==> config.mk <==
export PLATFORM = sky130hd
export DESIGN_NAME = rf_wb_arbiter_flat
export DESIGN_NICKNAME = d
export VERILOG_FILES = /design/src/rtl/rf_wb_if.sv /design/src/rtl/rf_wb_arbiter.sv /design/src/flat_wrapper.sv
export SDC_FILE = /design/constraint.sdc
export NUM_CORES = 1
export LEC_CHECK = 0
export ABC_AREA = 1
export CAP_MARGIN = 10
export CORE_UTILIZATION = 50
export CTS_CLUSTER_SIZE = 30
export DETAILED_ROUTE_END_ITERATION = 10
export GPL_TIMING_DRIVEN = 0
export PLACE_DENSITY_LB_ADDON = 0.15
export RECOVER_POWER = 25
export SYNTH_ARGS = -nofsm -noshare
export SYNTH_HDL_FRONTEND = slang
export SYNTH_SLANG_ARGS = --single-unit
export TNS_END_PERCENT = 50
==> constraint.sdc <==
create_clock -name clk -period 3.7 [get_ports clk]
set_input_delay 0.74 -clock clk [delete_from_list [all_inputs] [get_ports clk]]
set_output_delay 0.74 -clock clk [all_outputs]
set_load 0.02 [all_outputs]
==> src/rtl/rf_wb_if.sv <==
// Writeback, reservation and hazard-check signals between the pipeline and the
// register-file write-port arbiter.
interface rf_wb_if #(
    parameter int ANCHO = 32,
    parameter int N     = 5
);
    logic             alu_valid;
    logic [N-1:0]     alu_rd;
    logic [ANCHO-1:0] alu_data;
    logic             alu_ready;
    logic             mem_valid;
    logic [N-1:0]     mem_rd;
    logic [ANCHO-1:0] mem_data;
    logic             mem_ready;
    logic             iss_valid;
    logic [N-1:0]     iss_rd;
    logic             iss_ready;
    logic [N-1:0]     chk_rs1;
    logic [N-1:0]     chk_rs2;
    logic             busy1;
    logic             busy2;
    logic             rf_we;
    logic [N-1:0]     rf_addr_rd;
    logic [ANCHO-1:0] rf_data_in;

    modport master (
        output alu_valid, alu_rd, alu_data, input alu_ready,
        output mem_valid, mem_rd, mem_data, input mem_ready,
        output iss_valid, iss_rd, input iss_ready,
        output chk_rs1, chk_rs2, input busy1, busy2,
        input rf_we, rf_addr_rd, rf_data_in
    );

    modport slave (
        input alu_valid, alu_rd, alu_data, output alu_ready,
        input mem_valid, mem_rd, mem_data, output mem_ready,
        input iss_valid, iss_rd, output iss_ready,
        input chk_rs1, chk_rs2, output busy1, busy2,
        output rf_we, rf_addr_rd, rf_data_in
    );
endinterface

==> src/rtl/rf_wb_arbiter.sv <==
// Round-robin arbiter for the single register-file write port (ALU vs MEM) with a
// busy scoreboard of reserved destination registers for RAW/WAW stalls.
module rf_wb_arbiter #(
    parameter int ANCHO = 32,
    parameter int N     = 5
) (
    input  logic     clk,
    input  logic     rst,
    rf_wb_if.slave   bus
);
    localparam int NREG = 2 ** N;

    typedef enum logic {
        GRANT_ALU = 1'b0,
        GRANT_MEM = 1'b1
    } grant_t;

    grant_t           last_grant_r;
    logic [NREG-1:0]  busy_r;
    logic [NREG-1:0]  busy_next_s;
    logic             rf_we_r;
    logic [N-1:0]     rf_addr_rd_r;
    logic [ANCHO-1:0] rf_data_in_r;

    logic             alu_grant_s;
    logic             mem_grant_s;
    logic             iss_ready_s;
    logic             iss_take_s;
    logic             wr_take_s;
    logic [N-1:0]     wr_rd_s;
    logic [ANCHO-1:0] wr_data_s;

    // Grant selection: a lone requester wins, a tie goes to whoever was not served last.
    always_comb begin
        alu_grant_s = 1'b0;
        mem_grant_s = 1'b0;
        if (rst) begin
            alu_grant_s = 1'b0;
            mem_grant_s = 1'b0;
        end else if (bus.alu_valid && bus.mem_valid) begin
            alu_grant_s = (last_grant_r == GRANT_MEM);
            mem_grant_s = (last_grant_r == GRANT_ALU);
        end else begin
            alu_grant_s = bus.alu_valid;
            mem_grant_s = bus.mem_valid;
        end
    end

    // Payload of the granted requester; a transfer to r0 is accepted but never written.
    always_comb begin
        wr_rd_s   = '0;
        wr_data_s = '0;
        if (alu_grant_s) begin
            wr_rd_s   = bus.alu_rd;
            wr_data_s = bus.alu_data;
        end else if (mem_grant_s) begin
            wr_rd_s   = bus.mem_rd;
            wr_data_s = bus.mem_data;
        end else begin
            wr_rd_s   = '0;
            wr_data_s = '0;
        end
    end

    assign wr_take_s   = (alu_grant_s || mem_grant_s) && (wr_rd_s != '0);
    assign iss_ready_s = !rst && !busy_r[bus.iss_rd];
    assign iss_take_s  = bus.iss_valid && iss_ready_s && (bus.iss_rd != '0);

    // Scoreboard update: clear follows the RF write, set follows an accepted reservation.
    always_comb begin
        busy_next_s = busy_r;
        if (rf_we_r) begin
            busy_next_s[rf_addr_rd_r] = 1'b0;
        end else begin
            busy_next_s = busy_r;
        end
        if (iss_take_s) begin
            busy_next_s[bus.iss_rd] = 1'b1;
        end else begin
            busy_next_s[0] = 1'b0;
        end
        busy_next_s[0] = 1'b0;
    end

    // Registered write port, round-robin pointer and scoreboard state.
    always_ff @(posedge clk) begin
        if (rst) begin
            busy_r       <= '0;
            rf_we_r      <= 1'b0;
            rf_addr_rd_r <= '0;
            rf_data_in_r <= '0;
            last_grant_r <= GRANT_MEM;
        end else begin
            busy_r  <= busy_next_s;
            rf_we_r <= wr_take_s;
            if (wr_take_s) begin
                rf_addr_rd_r <= wr_rd_s;
                rf_data_in_r <= wr_data_s;
            end
            if (alu_grant_s) begin
                last_grant_r <= GRANT_ALU;
            end else if (mem_grant_s) begin
                last_grant_r <= GRANT_MEM;
            end
        end
    end

    assign bus.alu_ready  = alu_grant_s;
    assign bus.mem_ready  = mem_grant_s;
    assign bus.iss_ready  = iss_ready_s;
    assign bus.busy1      = busy_r[bus.chk_rs1];
    assign bus.busy2      = busy_r[bus.chk_rs2];
    assign bus.rf_we      = rf_we_r;
    assign bus.rf_addr_rd = rf_addr_rd_r;
    assign bus.rf_data_in = rf_data_in_r;
endmodule

==> src/flat_wrapper.sv <==
// flat-port wrapper written by rule: the top's interface ports become plain ports
module rf_wb_arbiter_flat 
#(
    parameter int ANCHO = 32,
    parameter int N     = 5
)
  (clk, rst, bus_alu_valid, bus_alu_rd, bus_alu_data, bus_alu_ready, bus_mem_valid, bus_mem_rd, bus_mem_data, bus_mem_ready, bus_iss_valid, bus_iss_rd, bus_iss_ready, bus_chk_rs1, bus_chk_rs2, bus_busy1, bus_busy2, bus_rf_we, bus_rf_addr_rd, bus_rf_data_in);
  rf_wb_if #(.ANCHO(ANCHO), .N(N)) bus_i ();
  input  logic clk;
  input  logic rst;
  input wire logic [$bits(bus_i.alu_valid)-1:0] bus_alu_valid;
  input wire logic [$bits(bus_i.alu_rd)-1:0] bus_alu_rd;
  input wire logic [$bits(bus_i.alu_data)-1:0] bus_alu_data;
  output wire logic [$bits(bus_i.alu_ready)-1:0] bus_alu_ready;
  input wire logic [$bits(bus_i.mem_valid)-1:0] bus_mem_valid;
  input wire logic [$bits(bus_i.mem_rd)-1:0] bus_mem_rd;
  input wire logic [$bits(bus_i.mem_data)-1:0] bus_mem_data;
  output wire logic [$bits(bus_i.mem_ready)-1:0] bus_mem_ready;
  input wire logic [$bits(bus_i.iss_valid)-1:0] bus_iss_valid;
  input wire logic [$bits(bus_i.iss_rd)-1:0] bus_iss_rd;
  output wire logic [$bits(bus_i.iss_ready)-1:0] bus_iss_ready;
  input wire logic [$bits(bus_i.chk_rs1)-1:0] bus_chk_rs1;
  input wire logic [$bits(bus_i.chk_rs2)-1:0] bus_chk_rs2;
  output wire logic [$bits(bus_i.busy1)-1:0] bus_busy1;
  output wire logic [$bits(bus_i.busy2)-1:0] bus_busy2;
  output wire logic [$bits(bus_i.rf_we)-1:0] bus_rf_we;
  output wire logic [$bits(bus_i.rf_addr_rd)-1:0] bus_rf_addr_rd;
  output wire logic [$bits(bus_i.rf_data_in)-1:0] bus_rf_data_in;
  assign bus_i.alu_valid = bus_alu_valid;
  assign bus_i.alu_rd = bus_alu_rd;
  assign bus_i.alu_data = bus_alu_data;
  assign bus_alu_ready = bus_i.alu_ready;
  assign bus_i.mem_valid = bus_mem_valid;
  assign bus_i.mem_rd = bus_mem_rd;
  assign bus_i.mem_data = bus_mem_data;
  assign bus_mem_ready = bus_i.mem_ready;
  assign bus_i.iss_valid = bus_iss_valid;
  assign bus_i.iss_rd = bus_iss_rd;
  assign bus_iss_ready = bus_i.iss_ready;
  assign bus_i.chk_rs1 = bus_chk_rs1;
  assign bus_i.chk_rs2 = bus_chk_rs2;
  assign bus_busy1 = bus_i.busy1;
  assign bus_busy2 = bus_i.busy2;
  assign bus_rf_we = bus_i.rf_we;
  assign bus_rf_addr_rd = bus_i.rf_addr_rd;
  assign bus_rf_data_in = bus_i.rf_data_in;
  rf_wb_arbiter #(.ANCHO(ANCHO), .N(N)) u_core (.clk(clk), .rst(rst), .bus(bus_i));
endmodule
After elaboration in Yosys (flattened, before gate mapping) --
Index checks and enable logic that the tools add are counted.
Cells by class: bitwise gates (word level) 4, reduce and logical (&&, ||, !) cells 13, order comparisons 6, muxes and demuxes 22
Operators by type and width (count):
- two-way mux 32 bit | 3
- AND 32 bit | 1
- inverter 32 bit | 1
- bitwise OR 32 bit | 1
- two-way mux 31 bit | 1
- less-than comparator 5 x 6 -> 1 bit, second input constant | 4
- binary-select mux 1 bit (select 5 bit) | 3
- two-way mux 1 bit | 11
- demux 1 bit (select 5 bit) | 2
- greater-or-equal comparator 5 x 1 -> 1 bit, second input constant | 2
- two-way mux 5 bit | 2
- nonzero test 5 bit | 2
- logical AND 1 bit | 7
- logical NOT 1 bit | 2
- nonzero test 2 bit | 1
- logical OR 1 bit | 1
- inverter 1 bit | 1
Storage, ports and cells: input bits 94, register bits after elaboration 71, word-level logic and storage cells 51, output and inout port bits 43

Depth between registers and ports, before layout --
depth in word-level cells 9, mapped depth 13, gate-level depth less buffers 12

Least setup slack after synthesis --
OpenSTA, ideal clock, no wires.
path kind input to output, start point input port bus_chk_rs2[0], end point output port bus_busy2, path slack 968 ps, cell stages on the path 8, arrival time 1992 ps, data required time 2960 ps, buffers on the path 1, cell sequence inv_1 clkbuf_1 o21ai_0 nand3_1 o21ai_0 o21ai_0 inv_1 o21ai_0
Between the ends: cells in the longest elaborated chain, start to end 2
RTL lines:
- from (decl) | RTL line flat_wrapper.sv:23 | input wire logic [$bits(bus_i.chk_rs2)-1:0] bus_chk_rs2;
- binary-select mux 1 bit (select 5 bit) | RTL line rf_wb_arbiter.sv:112 | assign bus.busy2 = busy_r[bus.chk_rs2];
- two-way mux 1 bit (not written as such) | RTL line rf_wb_arbiter.sv:112
- to (decl) | RTL line flat_wrapper.sv:25 | output wire logic [$bits(bus_i.busy2)-1:0] bus_busy2;
No other way between the ends. The select of a mux whose other input is x is not followed.

Worst setup path after layout --
start point input port bus_iss_rd[0], end point output port bus_iss_ready
Between the ends: cells in the longest elaborated chain, start to end 4
RTL lines:
- from (decl) | RTL line flat_wrapper.sv:20 | input wire logic [$bits(bus_i.iss_rd)-1:0] bus_iss_rd;
- binary-select mux 1 bit (select 5 bit) | RTL line rf_wb_arbiter.sv:66 | assign iss_ready_s = !rst && !busy_r[bus.iss_rd];
- two-way mux 1 bit (not written as such) | RTL line rf_wb_arbiter.sv:66
- logical NOT 1 bit | RTL line rf_wb_arbiter.sv:66
- logical AND 1 bit | RTL line rf_wb_arbiter.sv:66
- to (decl) | RTL line flat_wrapper.sv:21 | output wire logic [$bits(bus_i.iss_ready)-1:0] bus_iss_ready;
No other way between the ends. The select of a mux whose other input is x is not followed.

==> flow_summary.yaml <==
critical_path:
  start_kind: "input pin"
  cp_common_cell: "nand2_1"
  cpPeakStageDelay_ns: 0.61
  crit_path_top_delay_cell: "clkdlybuf4s50_1"
  cp-end-kind: "output port"
  cp_cell_sequence: "clkdlybuf4s50_1 -> inv_2 -> nor2_2 -> nand2_1 -> nand3_1 -> nand2_1 -> nand2_1 -> nor2_1 -> nand2_1 -> nor2_4 -> buf_4 -> dlygate4sd2_1"
  cp_max_fo: 10
  r2r_cells: 13
  cp_data_required_time_ns: 2.96
  critical_path_class: "input pin to output port"
  reg2reg_setup_slack_ns: 1.84
  cp_data_arrival_time_ns: 2.84
sta:
  max_slew_margin: 0.647
  finalSetupViolations: 0
  period_needed_ns: 3.58
  hold_viol_final: 0
  rsz0062_at_grt: "no"
  min_period_over_period: 0.966
  fin_setup_tns_ns: 0
  drv_slew: 0
  fmax_mhz: 280
  fin_worst_skew_ns: 0.0117
  worstMarginPinSlew_ns: 0.529
floorplanning:
  initial_core_util: 0.526
  fp.dieH_um: 93.1
  core_area_um2: 7890
  num_rows: 32
  io_pins: 137
  dieArea_um2: 8660
  die_w_um: 93.1
yosys:
  synth_ff_type: "dfxtp_1"
  synth_area_um2: 4150
  syn_avg_cell_area_um2: 6.11
  synthMostInstantiatedCell: "nand2_1"
  ys_ff_latch: 70
  yosysUniqueCellTypes: 25
  yosysTopAreaCell: "dfxtp_1"
  syn_inst: 679
  synth_top_area_frac: 0.338
  synth_edf_count: 0
  async_reset_ff_frac: 0
  synth_common_cells: "nand2_1, a21oi_1, o21ai_0"
  yosysWarningCount: 0
  ys_top_cells_by_area: "dfxtp_1, nand2_1, a21oi_1"
  yosysSeqAreaShare: 0.338
  syn_nets: 773
grt:
  grt_antenna_before_repair: 0
  overflow: 0
  track_usage: 0.327
  grt_pass1_vias: 4876
  grt_pass1_wl_um: 22200
  grt_max_degree: 12
layout:
  num_antenna_cells: 0
  nNetsFinal: 918
  fillCellCount: 636
  final_util: 0.738
  syn_to_final_growth_pct: 40.3
  drive_gt1_frac: 0.0604
min_path:
  min_path_cells: 2
  worstHoldPathType: "flop to flop"
routing:
  wl_um: 14100
  drt-wirelength-per-cell_um: 15.2
  initialDrtViolationCount: 303
  drc_errors: 0
  ant_nets: 0
  route.vias.total: 5223
  dr.pass1.iters: 6
  drt-vias-per-instance: 5.62
pwr:
  leakage_uw: 0.00238
  vdd.ir_drop.worst_uv: 195
  power_density_nw_per_um2: 323
  fin_total_pwr_uw: 1880
clocking:
  postCtsSetupRepairBufs: 0
  numCtsBuffers: 9
  clockBufferDepth: 2
  cts_sinks: 70
  htree_levels: 3
  clock_latency_ns: 0.35
  cts_tree: "yes"
  cts_root_buf: "clkbuf_8"
  clk_pin_slew_ns: 0.06
  hold_buffers: 0
status:
  status: "completed"
placed_design:
  io_buffers: 134
  gp_congestion: 0.943
  dpl.hpwl_um: 10600
job:
  drv_cap: 0
==> kinds of logic after synthesis <==
group,count (synthesis),synth area share
AOI/OAI and AO/OA,165,0.209
buffers and inverters,74,0.0799
DFF,70,0.338
and+or+nand+nor,370,0.373
==> where the power goes <==
| part | leakage, uW | switching (uW) | internal, uW | total [uW] |
|---|---|---|---|---|
| clock | 0.0000952 | 283 | 324 | 607 |
| sequential | 0.000568 | 21.1 | 781 | 802 |
| combinational | 0.00171 | 262 | 206 | 469 |
==> cell type report <==
type                    instances  area (um^2)  area share
clock inverters                 4         47.5     0.00817
plain buffers                  36          194      0.0333
well taps                     102          128      0.0219
repair buffers                134         1340       0.230
clock buffers                  11          141      0.0243
flip-flops and latches         70         1400       0.241
multi-input cells             535         2420       0.417
inverters                      38          143      0.0245
==> per-stage QoR <==
step                instance area (um^2)  setup WS [ns]  instances  hold slack [ns]
floorplan                           4150          0.968        679            0.454
global placement                    5620         -0.216        915            0.446
detailed placement                  5620         -0.243        915            0.453
CTS                                 5820         0.0156        930            0.461
global route                        5820         0.0312        930            0.472
finish                              5820          0.124        930            0.457
==> what timing repair did <==
item	4_1_cts	5_1_grt
endpoints found under the setup margin	3	2
cloned	0	0
gates resized for setup	11	4
==> cell usage in the layout (no fill, tap or decap), types with 2 or more instances in the layout <==
cell	Yosys	final
a21oi_1	76	76
dfxtp_1	70	70
o211ai_1	3	3
nand3_1	23	23
clkbuf_2	0	3
clkbuf_8	0	10
nor2_2	3	4
nand2_2	2	2
inv_2	4	8
buf_2	4	5
dlygate4sd3_1	0	28
nor2_1	66	64
buf_4	7	7
nor3_1	8	8
clkbuf_1	20	17
buf_6	3	3
nand2_1	232	232
o21ai_0	73	73
inv_1	34	30
nand4_1	34	34
clkinv_2	0	2
dlygate4sd2_1	0	2
o22ai_1	6	6
o221ai_1	4	4
clkdlybuf4s50_1	0	103
buf_1	2	2
==> worst paths after layout <==
path	from	endpoint
max reg2reg	u_core.last_grant_r	u_core.bus.rf_data_in[28]
min reg2reg	u_core.bus.rf_data_in[13]	u_core.bus.rf_data_in[13]
min	u_core.bus.rf_data_in[13]	u_core.bus.rf_data_in[13]
max	bus_iss_rd[0]	bus_iss_ready
==> critical path, delay by kind of cell <==
| kind | cells | cell delay (ns) |
|---|---|---|
| AND/OR/NAND/NOR | 8 | 0.86 |
| buffers and inverters | 4 | 1.23 |
==> layer usage <==
metal,vias up,global-route usage,wire length [um]
li1,2556,-,-
met1,2308,0.369,5300
met2,307,0.569,6840
met3,52,0.0886,1500
met4,0,0.153,475
met5,-,0,0
==> registers in the layout, indices dropped and copies added (netlist names) <==
signal and count:
u_core.bus.rf_we 1, u_core.bus.rf_data_in 32, u_core.bus.rf_addr_rd 5, u_core.last_grant_r 1, u_core.busy_r 31
Note: power is estimated with default switching activity, not from simulation.
==> patch: new RTL, config.mk and constraints unchanged <==
`ANCHO` is set to 32 in 3 places; all go to 64.
--- a/src/rtl/rf_wb_if.sv
+++ b/src/rtl/rf_wb_if.sv
@@ -2,5 +2,5 @@
 // register-file write-port arbiter.
 interface rf_wb_if #(
-    parameter int ANCHO = 32,
+    parameter int ANCHO = 64,
     parameter int N     = 5
 );
--- a/src/rtl/rf_wb_arbiter.sv
+++ b/src/rtl/rf_wb_arbiter.sv
@@ -2,5 +2,5 @@
 // busy scoreboard of reserved destination registers for RAW/WAW stalls.
 module rf_wb_arbiter #(
-    parameter int ANCHO = 32,
+    parameter int ANCHO = 64,
     parameter int N     = 5
 ) (
--- a/src/flat_wrapper.sv
+++ b/src/flat_wrapper.sv
@@ -2,5 +2,5 @@
 module rf_wb_arbiter_flat 
 #(
-    parameter int ANCHO = 32,
+    parameter int ANCHO = 64,
     parameter int N     = 5
 )
Interface: changed (resized bus_alu_data, bus_mem_data and bus_rf_data_in); port bits go from 137 to 233. No check against the original RTL was run, so the function may have changed too.
==> patch against the original RTL <==
- hold slack better by 0.032 ns
- total power rose by 52%
- cell count grew 26%
- final area is 37% higher
- sequential cell count rose by 32
- routed wire length grew 36%
- worst setup slack worse by 0.068 ns
- critical path depth down 2
- largest power group unchanged
- area after synthesis rose by 27%
- sequential share of layout area rose by 1.6 points
- highest routed layer unchanged
==> patch: results (changes against the original RTL) <==
logic_synthesis:
  synth.area.top_cells: "dfxtp_1 (39%), nand2_1 (14%), o21ai_0 (13%)"
  synth-compound-area-share: 0.269  # +0.0598
  yosysSeqAreaShare: 0.388  # +0.0500
  synth_cells: 792  # +17%
  synth.distinct_cells: 22  # -12%
  ys_top_cells_by_count: "nand2_1 (202), o21ai_0 (133), dfxtp_1 (102)"
  synth_nets: 950  # +23%
final_layout:
  largest_reg_flops: 64  # +100%
  drive_gt1_frac: 0.0463  # -0.0141
  num-fill-cells: 806  # +27%
  final_nets: 1191  # +30%
  n_antenna_cell: 0  # unchanged
global_route:
  grt_max_degree: 16  # +4
  grt_pass1_vias: 6308  # +29%
  grt_use_total: 0.346  # +0.0197
  grt_pass1_wl_um: 30500  # +37%
  use_met2: 0.615  # +0.0457
  met1_usage: 0.388  # +0.0184
  grtUsageMet3: 0.0774  # -0.0113
route:
  wl_per_cell_um: 16.3  # +7.6%
  drtPass1Iterations: 7  # +1
  wl_met2_um: 9450  # +38%
  vias: 6603  # +26%
  route.met3.wl_um: 1660  # +10%
  wl_um: 19100  # +36%
clock_network:
  post_cts_resize_count: 5  # -6
  clkLatencyLatePin_ns: 0.37  # +0.02 ns
  clk_pin_slew_ns: 0.09  # +0.03 ns
timing:
  fin_skew_ns: 0.0118  # +0.0000675 ns
  slew_headroom: 0.643  # -0.00379
setup_path:
  cp-startpoint: "bus_chk_rs1[0]"
  cp-endpoint: "bus_busy1"
  worstPathArrival_ns: 2.90  # +0.06 ns
  r2r_end: "u_core.bus.rf_data_in[44]"
  r2r_setup_slack_ns: 1.86  # +0.02 ns
power_and_ir_drop:
  power.leakage_nw: 2.99  # +26%
  ir_drop_v: 0.000226  # +16%
outcome:
  status: "completed"
place:
  place_hpwl_um: 14600  # +37%
  dpl_cell_area_um2: 7740  # +38%
==> patch: kinds of logic after synthesis <==
| kind of cell | Yosys count |
|---|---|
| AND/OR/NAND/NOR | 337 |
| buffers and inverters | 96 |
| AO/OA/AOI/OAI | 257 |
| flip-flops | 102 |
==> patch: worst max-delay path, delay by kind of cell <==
kind	cells	cell delay (ns)
AOI/OAI and AO/OA	4	0.47
and+or+nand+nor	2	0.13
buffers and inverters	4	1.57
==> patch: layout make-up <==
cell class | instances | area share
Sequential cell | 102 | 0.256
Clock inverter | 4 | 0.00911
Timing Repair Buffer | 230 | 0.289
Inverter | 43 | 0.0203
Buffer | 53 | 0.0313
Clock buffer | 10 | 0.0173
Tap cell | 136 | 0.0214
Multi-Input combinational cell | 594 | 0.355
==> patch: per-stage QoR <==
stage                     setup slack, ns  utilization  hold WS, ns
after floorplan                      1.06            -        0.453
after global placement             -0.192        0.753        0.462
after detailed placement           -0.209        0.753        0.479
after CTS                         -0.0742        0.774        0.491
after global routing              -0.0912        0.775        0.512
final                              0.0560        0.775        0.489
==> patch: how the worst min path moves through the flow <==
stage	start	end	slack (ns)
after floorplan	u_core.busy_r[4]	u_core.busy_r[4]	0.45
after global placement	u_core.busy_r[6]	u_core.busy_r[6]	0.46
after detailed placement	u_core.busy_r[6]	u_core.busy_r[6]	0.48
after CTS	u_core.busy_r[6]	u_core.busy_r[6]	0.49
after global routing	u_core.busy_r[6]	u_core.busy_r[6]	0.51
final	u_core.busy_r[6]	u_core.busy_r[6]	0.49
==> patch: power by group <==
part / total, mW / internal, mW / switching [mW]
Sequential: 1.24 / 1.19 / 0.0493
Clock: 0.777 / 0.392 / 0.386
Combinational: 0.846 / 0.385 / 0.461
